===== src/rtl/adder_pkg.sv =====
// adder_pkg: shared state encoding and configuration helpers for chunked_adder.
package adder_pkg;
    typedef enum logic [1:0] {IDLE, RUN, DONE} state_t;

    function automatic bit cfg_ok(input int width, input int chunk);
        return chunk >= 1 && chunk <= width && width % chunk == 0;
    endfunction

    // A single-chunk build still needs a one-bit index register.
    function automatic int idx_width(input int nchunk);
        return nchunk > 1 ? $clog2(nchunk) : 1;
    endfunction
endpackage


===== src/rtl/adder_chunk.sv =====
// adder_chunk: combinational CHUNK-bit ripple adder built from full-adder cells.
module adder_chunk #(
    parameter int CHUNK = 4
) (
    input  logic [CHUNK-1:0] a,
    input  logic [CHUNK-1:0] b,
    input  logic             cin,
    output logic [CHUNK-1:0] s,
    output logic             cout,
    output logic             c_msb
);
    logic [CHUNK:0] c;
    assign c[0] = cin;
    for (genvar i = 0; i < CHUNK; i++) begin : g_fa
        logic x;
        assign x      = a[i] ^ b[i];
        assign s[i]   = x ^ c[i];
        assign c[i+1] = (a[i] & b[i]) | (x & c[i]);
    end
    assign cout  = c[CHUNK];
    assign c_msb = c[CHUNK-1];
endmodule


===== src/rtl/chunked_adder.sv =====
// chunked_adder: multi-cycle add/subtract, CHUNK bits per clock, with
// valid/ready handshakes on operands and result.
module chunked_adder
    import adder_pkg::*;
#(
    parameter int WIDTH = 16,
    parameter int CHUNK = 4
) (
    input  logic             clk,
    input  logic             rst,
    input  logic             in_valid,
    output logic             in_ready,
    input  logic [WIDTH-1:0] a,
    input  logic [WIDTH-1:0] b,
    input  logic             cin,
    input  logic             sub,
    output logic             out_valid,
    input  logic             out_ready,
    output logic [WIDTH-1:0] sum,
    output logic             cout,
    output logic             ovf
);
    localparam int NCHUNK = WIDTH / CHUNK;
    localparam int IW = idx_width(NCHUNK);

    if (!cfg_ok(WIDTH, CHUNK)) begin : g_bad_cfg
        $error("chunked_adder: WIDTH must be a positive multiple of CHUNK");
    end

    state_t           state_q;
    logic [WIDTH-1:0] a_q, b_q, sum_q;
    logic [IW-1:0]    idx_q;
    logic             carry_q, cout_q, ovf_q;
    logic [CHUNK-1:0] chunk_a, chunk_b, chunk_s;
    logic             chunk_c, chunk_cm, last;

    assign chunk_a = a_q[idx_q*CHUNK +: CHUNK];
    assign chunk_b = b_q[idx_q*CHUNK +: CHUNK];
    assign last    = idx_q == IW'(NCHUNK - 1);

    adder_chunk #(.CHUNK(CHUNK)) u_chunk (
        .a     (chunk_a),
        .b     (chunk_b),
        .cin   (carry_q),
        .s     (chunk_s),
        .cout  (chunk_c),
        .c_msb (chunk_cm)
    );

    // b is stored already inverted for subtract, so the datapath only adds.
    always_ff @(posedge clk or posedge rst) begin
        if (rst) begin
            state_q <= IDLE;
            a_q     <= '0;
            b_q     <= '0;
            sum_q   <= '0;
            idx_q   <= '0;
            carry_q <= 1'b0;
            cout_q  <= 1'b0;
            ovf_q   <= 1'b0;
        end else begin
            case (state_q)
                IDLE: if (in_valid) begin
                    a_q     <= a;
                    b_q     <= b ^ {WIDTH{sub}};
                    carry_q <= cin;
                    idx_q   <= '0;
                    state_q <= RUN;
                end
                RUN: begin
                    sum_q[idx_q*CHUNK +: CHUNK] <= chunk_s;
                    carry_q <= chunk_c;
                    idx_q   <= last ? '0 : idx_q + IW'(1);
                    if (last) begin
                        cout_q  <= chunk_c;
                        ovf_q   <= chunk_c ^ chunk_cm;
                        state_q <= DONE;
                    end
                end
                DONE: if (out_ready) state_q <= IDLE;
                default: state_q <= IDLE;
            endcase
        end
    end

    assign in_ready  = state_q == IDLE;
    assign out_valid = state_q == DONE;
    assign sum       = sum_q;
    assign cout      = cout_q;
    assign ovf       = ovf_q;
endmodule


===== config.mk =====
export PLATFORM = sky130hd
export DESIGN_NAME = chunked_adder
export DESIGN_NICKNAME = d
export VERILOG_FILES = /design/src/rtl/adder_pkg.sv /design/src/rtl/adder_chunk.sv /design/src/rtl/chunked_adder.sv
export SDC_FILE = /design/constraint.sdc
export NUM_CORES = 1
export LEC_CHECK = 0
export BUFFER_PORTS_ARGS = -buffer_cell sky130_fd_sc_hd__buf_4
export CORE_ASPECT_RATIO = 0.8
export CORE_MARGIN = 2
export CORE_UTILIZATION = 25
export DETAILED_ROUTE_END_ITERATION = 16
export PLACE_DENSITY = 0.54
export SYNTH_ARGS = -nofsm -noshare
export SYNTH_HDL_FRONTEND = slang
export SYNTH_HIERARCHICAL = 1
export SYNTH_SLANG_ARGS = --single-unit

===== constraint.sdc =====
create_clock -name clk -period 5.4 [get_ports clk]
set_clock_uncertainty 0.15 [all_clocks]
set_input_delay 0.81 -clock clk [delete_from_list [all_inputs] [get_ports clk]]
set_output_delay 0.81 -clock clk [all_outputs]
set_load 0.01 [all_outputs]

==> impl_metrics.py, run 1 <==
metrics = {
    "status": {
        "status": "complete, no violations",
    },
    "cts": {
        "insertion_delay_ns": 0.29,
        "cts.htree.levels": 2,
        "hold_buffers": 0,
        "path_clk_slew_ns": 0.07,
        "cts.sinks": 55,
        "cts.path.max_buffers": 2,
        "cts_tree": "done",
        "cts-resized-gates": 0,
        "cts_buffers": 5,
        "clock_tree.root_cell": "clkbuf_16",
        "postCtsSetupBuffers": 0,
    },
    "finish": {
        "final_nets": 318,
        "drive_gt1_frac": 0.364,
        "antenna_cells": 0,
        "area_growth_pct": 26.9,
    },
    "timing": {
        "max_clock_freq_mhz": 294,
        "finalMaxSlewViolations": 0,
        "fin_ws_ns": 2.00,
        "whs_ns": 0.350,
        "worst_pin_slew_ns": 1.21,
        "tns_ns": 0,
        "setup_violations": 0,
        "period_share": 0.629,
        "rsz0062_at_grt": "no",
        "fin_crit_ns": 3.40,
        "hold_viol": 0,
        "maxSlewHeadroom": 0.192,
    },
    "power_and_ir_drop": {
        "leakagePower_nw": 1.51,
        "powerDensity_nw_per_um2": 627,
        "max-vdd-ir-drop_mv": 0.270,
    },
    "route": {
        "ant_nets": 0,
        "drtIter0Drc": 84,
        "drt_wl_total_um": 5640,
        "drc": 0,
        "dr.pass1.iters": 4,
        "wl_per_cell_um": 13.7,
        "via_count": 1786,
        "viasPerCell": 4.33,
    },
    "grt": {
        "grt_usage": 0.103,
        "grt_pass1_vias": 1890,
        "grt_first_pass_wirelength_um": 9580,
        "grt_overflow_total": 0,
        "antenna_found_initial": 0,
        "grt_max_degree": 56,
    },
    "critical_path": {
        "arrival_ns": 3.45,
        "start_kind": "register",
        "cp_cell_sequence": "mux4_2, inv_1, fa_1, inv_1, fa_1, inv_1, fa_1, inv_1, fa_1, nand2_1, o21ai_0",
        "endpoint_kind": "register",
        "crit_path_max_incr_delay_ns": 0.83,
        "critPathRequiredTime_ns": 5.45,
        "cp_max_fo": 16,
        "critical_path_class": "register to register",
        "slowest_stage": "dfrtp_1",
    },
    "placement": {
        "hpwl_um": 4370,
        "port_buffers": 57,
        "dp_slack_ns": 1.98,
        "gp_congestion": 0.769,
    },
    "logic_synthesis": {
        "synth.distinct_cells": 30,
        "syn_area_um2": 2700,
        "ys_seq_area_frac": 0.509,
        "synth.most_common_cell": "dfrtp_1",
        "synth_warnings": 6,
        "synth_flop_cell": "dfrtp_1",
        "synthArstFlopShare": 1.00,
        "syn-num-nets": 263,
        "synth_top_cell_by_area": "dfrtp_1",
        "synth.avg_cell_area_um2": 12.5,
        "synth_area_leaders": "dfrtp_1 51%, mux2_2 7.1%, mux4_2 5.8%",
        "synth-seq-cells": 55,
        "synth-edff-count": 0,
        "synth_top_area_frac": 0.509,
        "ys_top_cells_by_count": "55 x dfrtp_1, 18 x nor2_1, 17 x a21oi_1, 17 x mux2_2, 17 x xnor2_1",
        "synth_cells": 216,
    },
    "floorplanning": {
        "die_h_um": 97.0,
        "initial_core_util": 0.260,
        "die_area_um2": 11700,
        "rows": 33,
        "ioPinCount": 58,
        "die_w_um": 120,
        "core_area_um2": 10400,
    },
    "run": {
        "drv_cap": 0,
    },
    "hold_path": {
        "worstHoldPathType": "register to register",
    },
}
-- cell families after synthesis --
| logic type | count (synthesis) | share of synthesized area |
|---|---|---|
| AO/OA/AOI/OAI | 40 | 0.0945 |
| buffers and inverters | 25 | 0.0440 |
| adder cells (fa/ha/maj) | 9 | 0.0528 |
| XOR/XNOR | 17 | 0.0551 |
| flip-flops | 55 | 0.509 |
| multiplexers | 25 | 0.139 |
| AND/OR/NAND/NOR | 45 | 0.105 |
-- cell type report --
type / count / area [um^2]
Fill cell: 1079 / 6980
Sequential cell: 55 / 1380
Multi-Input combinational cell: 136 / 1210
Timing Repair Buffer: 59 / 443
Tap cell: 140 / 175
Clock buffer: 6 / 139
Inverter: 14 / 52.6
Clock inverter: 2 / 35.0
-- power by group --
group          switching [mW]  leakage (nW)  internal [mW]  total (mW)
combinational           0.529         0.759          0.493        1.02
clock                   0.139        0.0868          0.231       0.370
sequential              0.154         0.669          0.601       0.755
-- placed cells by master, fill, tap and decap left out, drive strengths merged, types with 2 or more instances in the layout --
master | synthesis | final
ha | 5 | 5
nor2 | 18 | 18
a22o | 12 | 12
nand3b | 2 | 2
fa | 4 | 4
xnor2 | 17 | 17
clkbuf | 1 | 6
nor4 | 2 | 2
mux4 | 8 | 8
nand2 | 14 | 14
o31ai | 2 | 2
mux2 | 17 | 17
inv | 14 | 14
dfrtp | 55 | 55
a21oi | 17 | 17
nand2b | 2 | 2
buf | 10 | 59
or3b | 2 | 2
o21ai | 7 | 7
-- final timing paths --
check                          from     end  slack, ns  cells past startpoint
min in group asynchronous       rst  sum[6]       0.57                      3
max in group asynchronous       rst  a_q[0]       4.07                      3
max reg2reg                idx_q[0]  sum[7]       2.00                     11
max                        idx_q[0]  sum[7]       2.00                     11
min                          a_q[5]  a_q[5]       0.35                      1
min reg2reg                  a_q[5]  a_q[5]       0.35                      1
-- routing by layer --
metal | vias to the layer above | global-route usage | part of all wire
met5 | - | 0 | 0
met4 | 0 | 0.0233 | 0.0051
met3 | 4 | 0.0277 | 0.049
met2 | 46 | 0.150 | 0.43
met1 | 876 | 0.151 | 0.51
li1 | 860 | - | -
-- through the flow --
stage / cell area (um^2) / util / total power [mW] / cells
3_5_place_dp: 3250 / 0.313 / 1.80 / 404
3_3_place_gp: 3250 / 0.313 / 1.78 / 404
5_1_grt: 3430 / 0.329 / 2.33 / 412
4_1_cts: 3430 / 0.329 / 2.17 / 412
2_1_floorplan: 2700 / - / 1.47 / 216
6_report: 3430 / 0.329 / 2.15 / 412
-- worst max-delay path: cells and delay by family (launching register included) --
family	cells	cell delay, ns
adder cells (fa/ha/maj)	4	1.24
flip-flops	1	0.83
multiplexers	1	0.60
buffers and inverters	4	0.30
AO/OA/AOI/OAI	1	0.13
AND/OR/NAND/NOR	1	0.06
-- flip-flops by register name, summed over array words and instances (netlist names) --
register / flops
a_q: 16
idx_q: 2
state_q: 2
cout: 1
carry_q: 1
ovf: 1
b_q: 16
sum: 16
No activity file was read; power rests on OpenSTA's default activity.
==> inputs of run 2 (changes only) <==
==> constraint.sdc (replaced) <==
create_clock -name clk -period 3.26 [get_ports clk]
set_clock_uncertainty 0.15 [all_clocks]
set_input_delay 0.489 -clock clk [delete_from_list [all_inputs] [get_ports clk]]
set_output_delay 0.489 -clock clk [all_outputs]
set_load 0.01 [all_outputs]
==> run 2 against run 1 <==
  * Count of clock-buffer cells in the layout increased by 1
  * Power up 65%
  * Largest power group unchanged
  * First-iteration DRC count down 6.0%
  * Hold slack got worse by 0.23 ns
  * Design area grew 0.22%
  * Worst setup slack worse by 1.8 ns
  * Non-clock buffer count is 4 higher
  * Global-route usage up 1.0 points
  * Routed wire length grew 7.9%
==> impl_metrics.py, run 2 (synthesis gave the netlist of run 1 again) <==
metrics = {
    "status": {
        "status": "complete, no violations",
    },
    "timing": {
        "hold_viol": 0,
        "tns_ns": 0,
        "setup_violations": 0,
        "maxSlewHeadroom": 0.421,
        "finalMaxSlewViolations": 0,
        "worst_pin_slew_ns": 0.867,
        "fin_ws_ns": 0.216,
        "rsz0062_at_grt": "no",
        "fin_crit_ns": 3.04,
        "max_clock_freq_mhz": 328,
        "period_share": 0.934,
    },
    "floorplanning": {
        "die_w_um": 120,
        "rows": 33,
        "initial_core_util": 0.260,
        "ioPinCount": 58,
        "die_h_um": 97.0,
        "die_area_um2": 11700,
        "core_area_um2": 10400,
    },
    "route": {
        "via_count": 1821,
        "viasPerCell": 4.38,
        "ant_nets": 0,
        "dr.pass1.iters": 4,
        "drt_wl_total_um": 6090,
        "drc": 0,
        "wl_per_cell_um": 14.6,
        "drtIter0Drc": 79,
    },
    "finish": {
        "fillers": 1071,
        "multiInputGateArea_um2": 1210,
        "final_cells": 416,
        "area_growth_pct": 27.1,
        "mostFrequentLayoutCell": "buf_4",
        "final_cell_mix": "63 x buf_4, 55 x dfrtp_1, 18 x nor2_1",
        "layout.area.seq_um2": 1380,
        "antenna_cells": 0,
        "drive_gt1_frac": 0.370,
        "fin_util": 0.330,
        "final_nets": 322,
    },
    "grt": {
        "grt_first_pass_wirelength_um": 10200,
        "grt_pass1_vias": 1914,
        "grt_overflow_total": 0,
        "grt_usage": 0.113,
        "antenna_found_initial": 0,
        "grt_max_degree": 30,
    },
    "hold_path": {
        "worstHoldPathType": "input port to async pin",
    },
    "cts": {
        "cts.path.max_buffers": 2,
        "cts-resized-gates": 0,
        "insertion_delay_ns": 0.29,
        "cts.htree.levels": 2,
        "postCtsSetupBuffers": 0,
        "clock_tree.root_cell": "clkbuf_16",
        "cts.sinks": 55,
        "path_clk_slew_ns": 0.07,
        "cts_buffers": 5,
        "cts_tree": "done",
        "hold_buffers": 0,
    },
    "run": {
        "drv_cap": 0,
    },
    "placement": {
        "dp_slack_ns": 0.247,
        "hpwl_um": 4800,
        "dpl.cell_count": 408,
        "gp_congestion": 0.751,
        "port_buffers": 57,
    },
    "critical_path": {
        "cp_cell_sequence": "buf_4, mux4_1, fa_1, inv_1, fa_1, inv_1, fa_1, xnor2_1, o21ai_0",
        "cp_max_fo": 5,
        "rr_worst_depth": 9,
        "start_kind": "register",
        "crit_path_max_incr_delay_ns": 0.59,
        "slowest_stage": "mux4_1",
        "arrival_ns": 3.05,
        "critical_path_class": "register to register",
        "r2r_slack_ns": 0.22,
        "rr_startpoint": "idx_q[0]",
        "critPathRequiredTime_ns": 3.26,
        "crit_top_cell": "fa_1",
        "reg2reg_to": "ovf",
        "endpoint_kind": "register",
    },
    "power_and_ir_drop": {
        "max-vdd-ir-drop_mv": 0.339,
        "powerDensity_nw_per_um2": 1030,
        "leakagePower_nw": 1.52,
    },
}
run 2: cell count changes in the layout (fill, tap and decap cells not counted), sizes merged:
cell	change
buf	+4
bufinv	-1
clkbuf	+1
run 2: final cells by class:
class / instances / area share
Timing Repair Buffer: 63 / 0.138
Clock inverter: 1 / 0.00255
Tap cell: 140 / 0.0510
Clock buffer: 7 / 0.0415
Sequential cell: 55 / 0.401
Multi-Input combinational cell: 136 / 0.351
Inverter: 14 / 0.0153
run 2: per-stage QoR:
step / power, mW / hold WS, ns / area (um^2)
floorplan: 2.43 / 0.322 / 2700
global placement: 2.98 / 0.341 / 3280
detailed placement: 3.02 / 0.326 / 3280
CTS: 3.59 / 0.150 / 3430
global route: 3.84 / 0.183 / 3430
finish: 3.55 / 0.120 / 3430
run 2: how the worst max path moves through the flow:
stage,start,end,slack [ns],cells after the start
floorplan,idx_q[0],sum[11],0.24,11
global placement,idx_q[0],sum[3],0.28,10
detailed placement,idx_q[0],sum[11],0.25,8
CTS,idx_q[0],ovf,0.18,9
global route,idx_q[0],ovf,0.03,9
finish,idx_q[0],ovf,0.22,9
run 2: layer usage:
metal  up-vias  track usage  part of all wire
li1        868            -                 -
met1       897        0.155              0.48
met2        52        0.173              0.46
met3         4       0.0377             0.050
met4         0       0.0268            0.0087
met5         -            0                 0
run 2: critical path: cells and delay by family, from the launching register on:
kind,cells,cell delay [ns]
buffers and inverters,3,0.36
adders and majority gates,3,1.02
xor gates and xnor gates,1,0.19
DFF,1,0.49
muxes,1,0.59
AOI/OAI and AO/OA,1,0.10
run 2: where the power goes:
part	leakage (nW)	internal (mW)	switching, mW
sequential	0.669	0.997	0.230
clock	0.0741	0.308	0.239
combinational	0.779	0.835	0.940
total	1.52	2.14	1.41
